--- config.mk ---
export PLATFORM = sky130hd
export DESIGN_NAME = score_keeper_flat
export DESIGN_NICKNAME = d
export VERILOG_FILES = /design/src/rtl/score_keeper_if.sv /design/src/rtl/score_keeper.sv /design/src/flat_wrapper.sv
export SDC_FILE = /design/constraint.sdc
export NUM_CORES = 1
export LEC_CHECK = 0
export CAP_MARGIN = 10
export CELL_PAD_IN_SITES_DETAIL_PLACEMENT = 1
export CELL_PAD_IN_SITES_GLOBAL_PLACEMENT = 1
export CORE_MARGIN = 2
export CORE_UTILIZATION = 30
export CTS_CLUSTER_DIAMETER = 150
export DETAILED_ROUTE_END_ITERATION = 6
export GPL_TIMING_DRIVEN = 0
export HOLD_SLACK_MARGIN = 0.1
export PLACE_DENSITY = 0.67
export SLEW_MARGIN = 40
export SYNTH_ARGS = -nofsm -noshare
export SYNTH_HDL_FRONTEND = slang
export SYNTH_SLANG_ARGS = --single-unit
--- constraint.sdc ---
create_clock -name frame_clk -period 10.3 [get_ports frame_clk]
set_clock_uncertainty 0.1 [all_clocks]
set_input_delay 1.545 -clock frame_clk [delete_from_list [all_inputs] [get_ports frame_clk]]
set_output_delay 1.545 -clock frame_clk [all_outputs]
set_load 0.01 [all_outputs]
--- src/rtl/score_keeper_if.sv ---
// Bus between the game logic and the score keeper: key/lane flags in, score and round status out.
interface score_keeper_if #(
  parameter int N_LANES = 25
);
  logic [7:0]         keycode;
  logic [N_LANES-1:0] hit_vec;
  logic [N_LANES-1:0] miss_vec;
  logic [13:0]        score;
  logic [7:0]         combo;
  logic [7:0]         max_combo;
  logic [7:0]         hits_total;
  logic               game_active;
  logic               game_over;

  modport master (
    output keycode, hit_vec, miss_vec,
    input  score, combo, max_combo, hits_total, game_active, game_over
  );

  modport slave (
    input  keycode, hit_vec, miss_vec,
    output score, combo, max_combo, hits_total, game_active, game_over
  );
endinterface

--- src/rtl/score_keeper.sv ---
// Frame-rate score keeper: lane hit/miss edges -> saturating score, combo, best combo, hit total, round FSM.
// Optional macro COMBO_BONUS_EN doubles the value of each hit while the combo is at or above COMBO_THRESH.
module score_keeper #(
  parameter int N_LANES        = 25,
  parameter int POINTS_PER_HIT = 10,
  parameter int SCORE_MAX      = 9999,
  parameter int GAME_FRAMES    = 2400,
  parameter int COMBO_THRESH   = 10
) (
  input  logic           frame_clk,
  input  logic           Reset,
  score_keeper_if.slave  bus
);

  localparam int CNT_W   = $clog2(N_LANES + 1);
  localparam int FRAME_W = $clog2(GAME_FRAMES + 1);
  localparam logic [7:0] KEY_START = 8'h2c;
  localparam logic [7:0] KEY_ABORT = 8'h01;

`ifdef COMBO_BONUS_EN
  localparam int BONUS_PTS = POINTS_PER_HIT;
`else
  localparam int BONUS_PTS = 0;
`endif

  typedef enum logic [1:0] {IDLE, PLAY, DONE} state_t;

  state_t               state_q, state_d;
  logic [N_LANES-1:0]   hit_prev_q, miss_prev_q;
  logic [13:0]          score_q, score_d;
  logic [7:0]           combo_q, combo_d;
  logic [7:0]           max_combo_q, max_combo_d;
  logic [7:0]           hits_total_q, hits_total_d;
  logic [FRAME_W-1:0]   frame_cnt_q, frame_cnt_d;
  logic                 game_over_q, game_over_d;

  logic [N_LANES-1:0]   new_hit, new_miss;
  logic [CNT_W-1:0]     n_hit;
  logic                 any_miss;
  logic [15:0]          inc, score_sum;
  logic [8:0]           combo_sum, hits_sum;
  logic [13:0]          score_next;
  logic [7:0]           combo_next, max_next, hits_next;

  assign new_hit  = bus.hit_vec & ~hit_prev_q;
  assign new_miss = bus.miss_vec & ~miss_prev_q;
  assign any_miss = |new_miss;

  always_comb begin
    n_hit = '0;
    for (int i = 0; i < N_LANES; i++) begin
      n_hit = n_hit + CNT_W'(new_hit[i]);
    end
  end

  // Candidate PLAY-cycle updates; the bonus term is zero unless the combo bonus is built in
  always_comb begin
    inc = 16'(n_hit) * 16'(POINTS_PER_HIT + ((32'(combo_q) >= COMBO_THRESH) ? BONUS_PTS : 0));
    score_sum  = 16'(score_q) + inc;
    score_next = (score_sum > 16'(SCORE_MAX)) ? 14'(SCORE_MAX) : score_sum[13:0];
    combo_sum  = {1'b0, combo_q} + 9'(n_hit);
    if (any_miss) begin
      combo_next = 8'(n_hit);
    end else begin
      combo_next = combo_sum[8] ? 8'hff : combo_sum[7:0];
    end
    max_next  = (combo_next > max_combo_q) ? combo_next : max_combo_q;
    hits_sum  = {1'b0, hits_total_q} + 9'(n_hit);
    hits_next = hits_sum[8] ? 8'hff : hits_sum[7:0];
  end

  always_comb begin
    state_d      = state_q;
    score_d      = score_q;
    combo_d      = combo_q;
    max_combo_d  = max_combo_q;
    hits_total_d = hits_total_q;
    frame_cnt_d  = frame_cnt_q;
    game_over_d  = 1'b0;
    unique case (state_q)
      IDLE: begin
        score_d      = '0;
        combo_d      = '0;
        max_combo_d  = '0;
        hits_total_d = '0;
        frame_cnt_d  = '0;
        if (bus.keycode == KEY_START) state_d = PLAY;
      end
      PLAY: begin
        score_d      = score_next;
        combo_d      = combo_next;
        max_combo_d  = max_next;
        hits_total_d = hits_next;
        frame_cnt_d  = frame_cnt_q + 1'b1;
        // Abort wins over round end and discards this cycle's updates
        if (bus.keycode == KEY_ABORT) begin
          state_d      = IDLE;
          score_d      = '0;
          combo_d      = '0;
          max_combo_d  = '0;
          hits_total_d = '0;
          frame_cnt_d  = '0;
        end else if (frame_cnt_q == FRAME_W'(GAME_FRAMES - 1)) begin
          state_d     = DONE;
          game_over_d = 1'b1;
        end
      end
      DONE: begin
        if (bus.keycode == KEY_ABORT) begin
          state_d      = IDLE;
          score_d      = '0;
          combo_d      = '0;
          max_combo_d  = '0;
          hits_total_d = '0;
          frame_cnt_d  = '0;
        end
      end
      default: state_d = IDLE;
    endcase
  end

  always_ff @(posedge frame_clk) begin
    if (Reset) begin
      state_q      <= IDLE;
      hit_prev_q   <= '0;
      miss_prev_q  <= '0;
      score_q      <= '0;
      combo_q      <= '0;
      max_combo_q  <= '0;
      hits_total_q <= '0;
      frame_cnt_q  <= '0;
      game_over_q  <= 1'b0;
    end else begin
      state_q      <= state_d;
      hit_prev_q   <= bus.hit_vec;
      miss_prev_q  <= bus.miss_vec;
      score_q      <= score_d;
      combo_q      <= combo_d;
      max_combo_q  <= max_combo_d;
      hits_total_q <= hits_total_d;
      frame_cnt_q  <= frame_cnt_d;
      game_over_q  <= game_over_d;
    end
  end

  assign bus.score       = score_q;
  assign bus.combo       = combo_q;
  assign bus.max_combo   = max_combo_q;
  assign bus.hits_total  = hits_total_q;
  assign bus.game_active = (state_q == PLAY);
  assign bus.game_over   = game_over_q;

endmodule
--- src/flat_wrapper.sv ---
// flat-port wrapper written by rule: the top's interface ports become plain ports
module score_keeper_flat 
#(
  parameter int N_LANES        = 25,
  parameter int POINTS_PER_HIT = 10,
  parameter int SCORE_MAX      = 9999,
  parameter int GAME_FRAMES    = 2400,
  parameter int COMBO_THRESH   = 10
)
  (frame_clk, Reset, bus_keycode, bus_hit_vec, bus_miss_vec, bus_score, bus_combo, bus_max_combo, bus_hits_total, bus_game_active, bus_game_over);
  score_keeper_if #(.N_LANES(N_LANES)) bus_i ();
  input  logic frame_clk;
  input  logic Reset;
  input wire logic [$bits(bus_i.keycode)-1:0] bus_keycode;
  input wire logic [$bits(bus_i.hit_vec)-1:0] bus_hit_vec;
  input wire logic [$bits(bus_i.miss_vec)-1:0] bus_miss_vec;
  output wire logic [$bits(bus_i.score)-1:0] bus_score;
  output wire logic [$bits(bus_i.combo)-1:0] bus_combo;
  output wire logic [$bits(bus_i.max_combo)-1:0] bus_max_combo;
  output wire logic [$bits(bus_i.hits_total)-1:0] bus_hits_total;
  output wire logic [$bits(bus_i.game_active)-1:0] bus_game_active;
  output wire logic [$bits(bus_i.game_over)-1:0] bus_game_over;
  assign bus_i.keycode = bus_keycode;
  assign bus_i.hit_vec = bus_hit_vec;
  assign bus_i.miss_vec = bus_miss_vec;
  assign bus_score = bus_i.score;
  assign bus_combo = bus_i.combo;
  assign bus_max_combo = bus_i.max_combo;
  assign bus_hits_total = bus_i.hits_total;
  assign bus_game_active = bus_i.game_active;
  assign bus_game_over = bus_i.game_over;
  score_keeper #(.N_LANES(N_LANES), .POINTS_PER_HIT(POINTS_PER_HIT), .SCORE_MAX(SCORE_MAX), .GAME_FRAMES(GAME_FRAMES), .COMBO_THRESH(COMBO_THRESH)) u_core (.frame_clk(frame_clk), .Reset(Reset), .bus(bus_i));
endmodule
# Word-level counts from Yosys, hierarchy flattened

Cells that the tools add are included.

Multipliers: 1
Magnitude comparators: 2
Multiplexer cells: 24
Reduce and logical (&&, ||, !) cells: 7
Equal/unequal tests: 9
$add $sub $neg: 28
Bitwise logic cells: 5

Operators with widths:

| cell                                                                    | count |
|---|---|
| 5-bit by 1-bit adder with 5-bit output                                  | 23 |
| 8-bit case mux with 3 select lines                                      | 3 |
| 8-bit 2-to-1 mux                                                        | 8 |
| 25-bit AND                                                              | 2 |
| 25-bit NOT                                                              | 2 |
| 14-bit 2-to-1 mux                                                       | 3 |
| 14-bit case mux with 3 select lines                                     | 1 |
| 12-bit case mux with 3 select lines                                     | 1 |
| 25-bit OR reduction                                                     | 1 |
| 12-bit 2-to-1 mux                                                       | 2 |
| 8-bit by 5-bit adder with 9-bit output                                  | 2 |
| 14-bit by 16-bit adder with 16-bit output                               | 1 |
| 16-bit by 14-bit > comparator with 1-bit output (second input constant) | 1 |
| 12-bit by 1-bit adder with 12-bit output (second input constant)        | 1 |
| 12-bit == test (second input constant)                                  | 1 |
| 8-bit by 1-bit == test with 1-bit output (second input constant)        | 1 |
| 8-bit by 6-bit == test with 1-bit output (second input constant)        | 1 |
| 8-bit > comparator                                                      | 1 |
| 5-bit by 3-bit multiplier with 8-bit output (second input constant)     | 1 |
| 2-bit 2-to-1 mux                                                        | 4 |
| 3-bit by 1-bit != test with 1-bit output (second input constant)        | 2 |
| 2-bit case mux with 3 select lines                                      | 1 |
| 3-bit AND reduction                                                     | 2 |
| 2-bit by 1-bit != test with 1-bit output (second input constant)        | 2 |
| 9 further kinds                                                         | 9 |

Output and inout port bits: 40
Register bits: 103
Logic and storage cells: 85

# Depth between registers and ports, before layout

Depth after elaboration: 33
Gate-level depth with buffers: 31
Mapped depth without buffers: 30

# Least setup slack after synthesis

No wires, ideal clock.

Path kind: input -> register
From: in bus_hit_vec[0]
To: reg u_core.score_q[12] (netlist: u_core.bus.score[12])
Cell stages on the path: 26
Arrival time: 8,600 ps
Path slack: 1,542 ps
Cells stage by stage: nor2b_1 > ha_1 > inv_1 > fa_1 > fa_1 > fa_1 > fa_1 > inv_1 > fa_1 > ha_1 > fa_1 > a21o_1 > a21oi_1 > inv_1 > ha_1 > fa_1 > xor2_1 > ha_1 > o21a_1 > nor2_2 > o31ai_4 > mux2_1 > o31ai_2 > a21oi_4 > nor4_1 > a211o_1

Longest elaborated chain between the ends: 31

RTL lines:

| what                                                     | line                | RTL |
|---|---|---|
| start: declaration                                       | flat_wrapper.sv:15  | `input wire logic [$bits(bus_i.hit_vec)-1:0] bus_hit_vec;` |
| 25-bit AND (*)                                           | score_keeper.sv:45  | `assign new_hit = bus.hit_vec & ~hit_prev_q;` |
| 1-bit by 1-bit adder with 2-bit output (*)               | score_keeper.sv:52  | `n_hit = n_hit + CNT_W'(new_hit[i]);` |
| 5-bit by 1-bit adder with 5-bit output (*) (23 in a row) | score_keeper.sv:52  |  |
| 5-bit by 3-bit multiplier with 8-bit output (*)          | score_keeper.sv:58  | `inc = 16'(n_hit) * 16'(POINTS_PER_HIT + ((32'(combo_q) >= COMBO_THRESH) ? BONUS_PTS : 0));` |
| 14-bit by 16-bit adder with 16-bit output (*)            | score_keeper.sv:59  | `score_sum = 16'(score_q) + inc;` |
| 16-bit by 14-bit > comparator with 1-bit output          | score_keeper.sv:60  | `score_next = (score_sum > 16'(SCORE_MAX)) ? 14'(SCORE_MAX) : score_sum[13:0];` |
| 14-bit 2-to-1 mux (*)                                    | score_keeper.sv:60  |  |
| 14-bit 2-to-1 mux (*)                                    | score_keeper.sv:96  | `if (bus.keycode == KEY_ABORT) begin` |
| 14-bit case mux with 3 select lines (*)                  | score_keeper.sv:80  | `unique case (state_q)` |
| end signal: assignment                                   | score_keeper.sv:137 | `score_q <= score_d;` |
| end: declaration                                         | score_keeper.sv:30  | `logic [13:0] score_q, score_d;` |

Every way passes the cells marked *; elsewhere a longest branch is shown, timed or not.
A chain may end at the register's enable or synchronous reset.

# Worst setup path in the final report

From: in bus_hit_vec[0]
To: reg u_core.score_q[2] (netlist: u_core.bus.score[2])

Same word-level chain as after synthesis.

==> impl_metrics.env <==
export IMPL_outcome="complete, no violations"
export IMPL_area_growth_syn_to_layout_pct=27.81
export IMPL_cts_clk_slew_worst_paths_ns=0.07
export IMPL_crit_path_frequent_cell="fa_1"
export IMPL_average_detailed_routed_wire_length_per_instance_um=16.75
export IMPL_path_max_fanout=7
export IMPL_vias_in_the_first_global_route=5324
export IMPL_rsz0062_at_grt="false"
export IMPL_yosys_warnings=0
export IMPL_synthesis_area_um2=5719
export IMPL_tightest_slew_ns=0.7724
export IMPL_tritoncts="yes"
export IMPL_die_area_um2=20180
export IMPL_grt_pass1_wl_mm=26.53
export IMPL_final_min_clock_period_ns=9.714
export IMPL_dieWidth_um=142.1
export IMPL_critical_path_startpoint_type="input port"
export IMPL_htreeDepth=3
export IMPL_cts_buffer_depth=2
export IMPL_worstHoldStart="u_core.bus.combo[0]"
export IMPL_async_reset_ff_share_pct=0
export IMPL_cts_root_buffer="clkbuf_16"
export IMPL_placed_cells_incl_taps=962
export IMPL_layout_drive_gt1_share_pct=4.570
export IMPL_via_count_of_the_routed_design=4887
export IMPL_tritoncts_num_sinks=103
export IMPL_critPathSlowestCell="fa_1"
export IMPL_cts_buffers_inserted=9
export IMPL_post_cts_hold_buffer_count=0
export IMPL_timing_critical_path_max_delay_family="adder cells"
export IMPL_drv_cap=0
export IMPL_num_antenna_cells=0
export IMPL_hold_ws_ns=0.3968
export IMPL_sequential_standard_cell_area_um2=2062
export IMPL_detail_route_iter0_violations=218
export IMPL_std_cell_rows=50
export IMPL_worst_endpoint_arrival_ns=9.84
export IMPL_detail_route_drc_violations=0
export IMPL_place_gp_congestion=0.7908
export IMPL_report_final_setup_viol=0
export IMPL_drv_slew=0
export IMPL_layoutNonFillerInstCount=978
export IMPL_critical_path_class="in2reg"
export IMPL_initial_utilization_pct=30.58
export IMPL_fillCellCount=2165
export IMPL_track_usage_pct=16.62
export IMPL_synth_flop_cell="dfxtp_1"
export IMPL_core_area_um2=18710
export IMPL_finish_utilization_pct=39.08
export IMPL_crit_reg2reg_launch="u_core.hit_prev_q[0]"
export IMPL_final_hold_viol_count=0
export IMPL_detailedRoute_firstPassIterationCount=4
export IMPL_multi_input_comb_area_um2=3362
export IMPL_clock_insertion_delay_worst_skew_ns=0.36
export IMPL_finalNetCount=861
export IMPL_timing_critical_path_required_ns=10.42
export IMPL_post_synth_num_cell_types=65
export IMPL_yosysSeqAreaShare_pct=36.05
export IMPL_portBuffers=99
export IMPL_post_route_period_util_pct=94.31
export IMPL_critical_path_buf_inv_count=4
export IMPL_vias_per_inst=4.997
export IMPL_worstHoldPathType="reg2reg"
export IMPL_syn_inst=629
export IMPL_fin_tns_setup_ns=0
export IMPL_post_syn_nets=751
export IMPL_initial_antenna_violation_count=0
export IMPL_slowest_cell_delay_on_critical_path_ns=0.61
export IMPL_grt_remaining_overflow=0
export IMPL_synth_edf_count=0
export IMPL_critical_path_startpoint="bus_hit_vec[0]"
export IMPL_place_hpwl_mm=12.74
export IMPL_grt_start_max_net_pins=20
export IMPL_critical_path_endpoint_type="register"
export IMPL_ant_nets=0
export IMPL_max_slew_margin_pct=48.50
export IMPL_synth_area_per_cell_um2=9.093
export IMPL_fmax_mhz=102.9
export IMPL_floorplan_die_height_um=142.1
export IMPL_synth_seq_cells=103
export IMPL_final_wirelength_mm=16.38
export IMPL_ioPinCount=100
==> kinds of logic after synthesis <==
group,Yosys count,share of synthesized area [%]
flip-flops,103,36.05
XOR/XNOR,19,2.910
buffers and inverters,78,5.251
adder cells (fa/ha/maj),64,16.80
AND/OR/NAND/NOR,213,19.38
AO/OA/AOI/OAI,145,18.18
multiplexers,7,1.422
==> sequential cells by signal, indices dropped and copies added (netlist names) <==
name and count:
u_core.bus.combo 8, u_core.bus.game_over 1, u_core.bus.hits_total 8, u_core.bus.max_combo 8, u_core.bus.score 14, u_core.frame_cnt_q 12, u_core.hit_prev_q 25, u_core.miss_prev_q 25
u_core.state_q 2
==> layout by cell type, fill, tap and decap left out, drive strengths merged, types with 5 or more instances in the layout <==
cell,n
a211oi,5
o22ai,8
nand3,12
inv,63
o31ai,5
ha,40
xor2,8
nor2,54
o21a,8
a22o,11
xnor2,11
dfxtp,103
and3,10
o21ai,22
clkdlybuf4s50,99
nor3,7
nand2b,20
clkbuf,24
a21oi,32
nand2,40
a22oi,16
fa,22
a21o,10
nor2b,48
==> area by class of cell <==
cell class                 count  area share, %
buffer                        18          1.027
clock buffer                  10          3.269
clock inverter                 6         0.8559
inverter                      60          3.081
multi-input combinational    448          45.99
sequential                   103          28.21
tap                          234          4.005
timing repair buffer          99          13.56
==> worst paths after layout <==
check                   endpoint  depth (start not counted)  slack [ns]
max reg2reg  u_core.bus.score[2]                         26        1.98
max          u_core.bus.score[2]                         27        0.59
min          u_core.bus.combo[0]                          2        0.40
min reg2reg  u_core.bus.combo[0]                          2        0.40
==> synth_stat cells, types with 3 or more instances <==
library cell | count | area [um^2]
a211oi_1 | 4 | 30.03
a21o_1 | 10 | 75.07
a21oi_1 | 31 | 155.2
a221oi_1 | 3 | 26.28
a22o_1 | 11 | 96.34
a22oi_1 | 16 | 120.1
a2bb2oi_1 | 3 | 26.28
a311oi_1 | 4 | 35.03
a31oi_1 | 4 | 25.02
and3_1 | 10 | 62.56
buf_2 | 3 | 15.01
clkbuf_1 | 14 | 52.55
dfxtp_1 | 103 | 2062
fa_1 | 22 | 440.4
ha_1 | 40 | 500.5
inv_1 | 60 | 225.2
mux2i_1 | 4 | 40.04
nand2_1 | 40 | 150.1
nand2b_1 | 20 | 125.1
nand3_1 | 12 | 60.06
nand4_1 | 4 | 25.02
nor2_1 | 53 | 198.9
nor2b_1 | 48 | 300.3
nor3_1 | 7 | 35.03
nor4_1 | 3 | 18.77
o211ai_1 | 3 | 22.52
o21a_1 | 8 | 60.06
o21ai_0 | 21 | 105.1
o22ai_1 | 7 | 43.79
o31ai_1 | 3 | 22.52
xnor2_1 | 11 | 96.34
xor2_1 | 8 | 70.07
==> stage by stage <==
step	setup WS [ns]	area, um^2
finish	0.5858	7310
global route	0.2038	7310
CTS	0.4823	7305
detailed placement	0.1391	7003
global placement	0.3839	7003
floorplan	1.542	5719
==> repair_timing <==
item / in CTS / in global routing
resized for setup: 0 / 1
setup endpoints to repair: 0 / 4
buffers inserted: 0 / 0
==> tightest hold or removal path, delay by kind of cell (launching register included) <==
| kind | cells | cell delay, ns |
|---|---|---|
| AND/OR/NAND/NOR | 1 | 0.05 |
| AO/OA/AOI/OAI | 1 | 0.06 |
| flip-flops | 1 | 0.33 |
==> routing by layer <==
| metal | up-vias | global-route usage, % | wire length [um] |
|---|---|---|---|
| li1 | 2386 | - | - |
| met1 | 2394 | 20.45 | 7480 |
| met2 | 89 | 29.44 | 8045 |
| met3 | 18 | 2.826 | 505 |
| met4 | 0 | 5.526 | 350 |
| met5 | - | 0 | 0 |
Power is not shown: default switching activity piles up to over one toggle a cycle in this logic, so the estimate is an artifact.
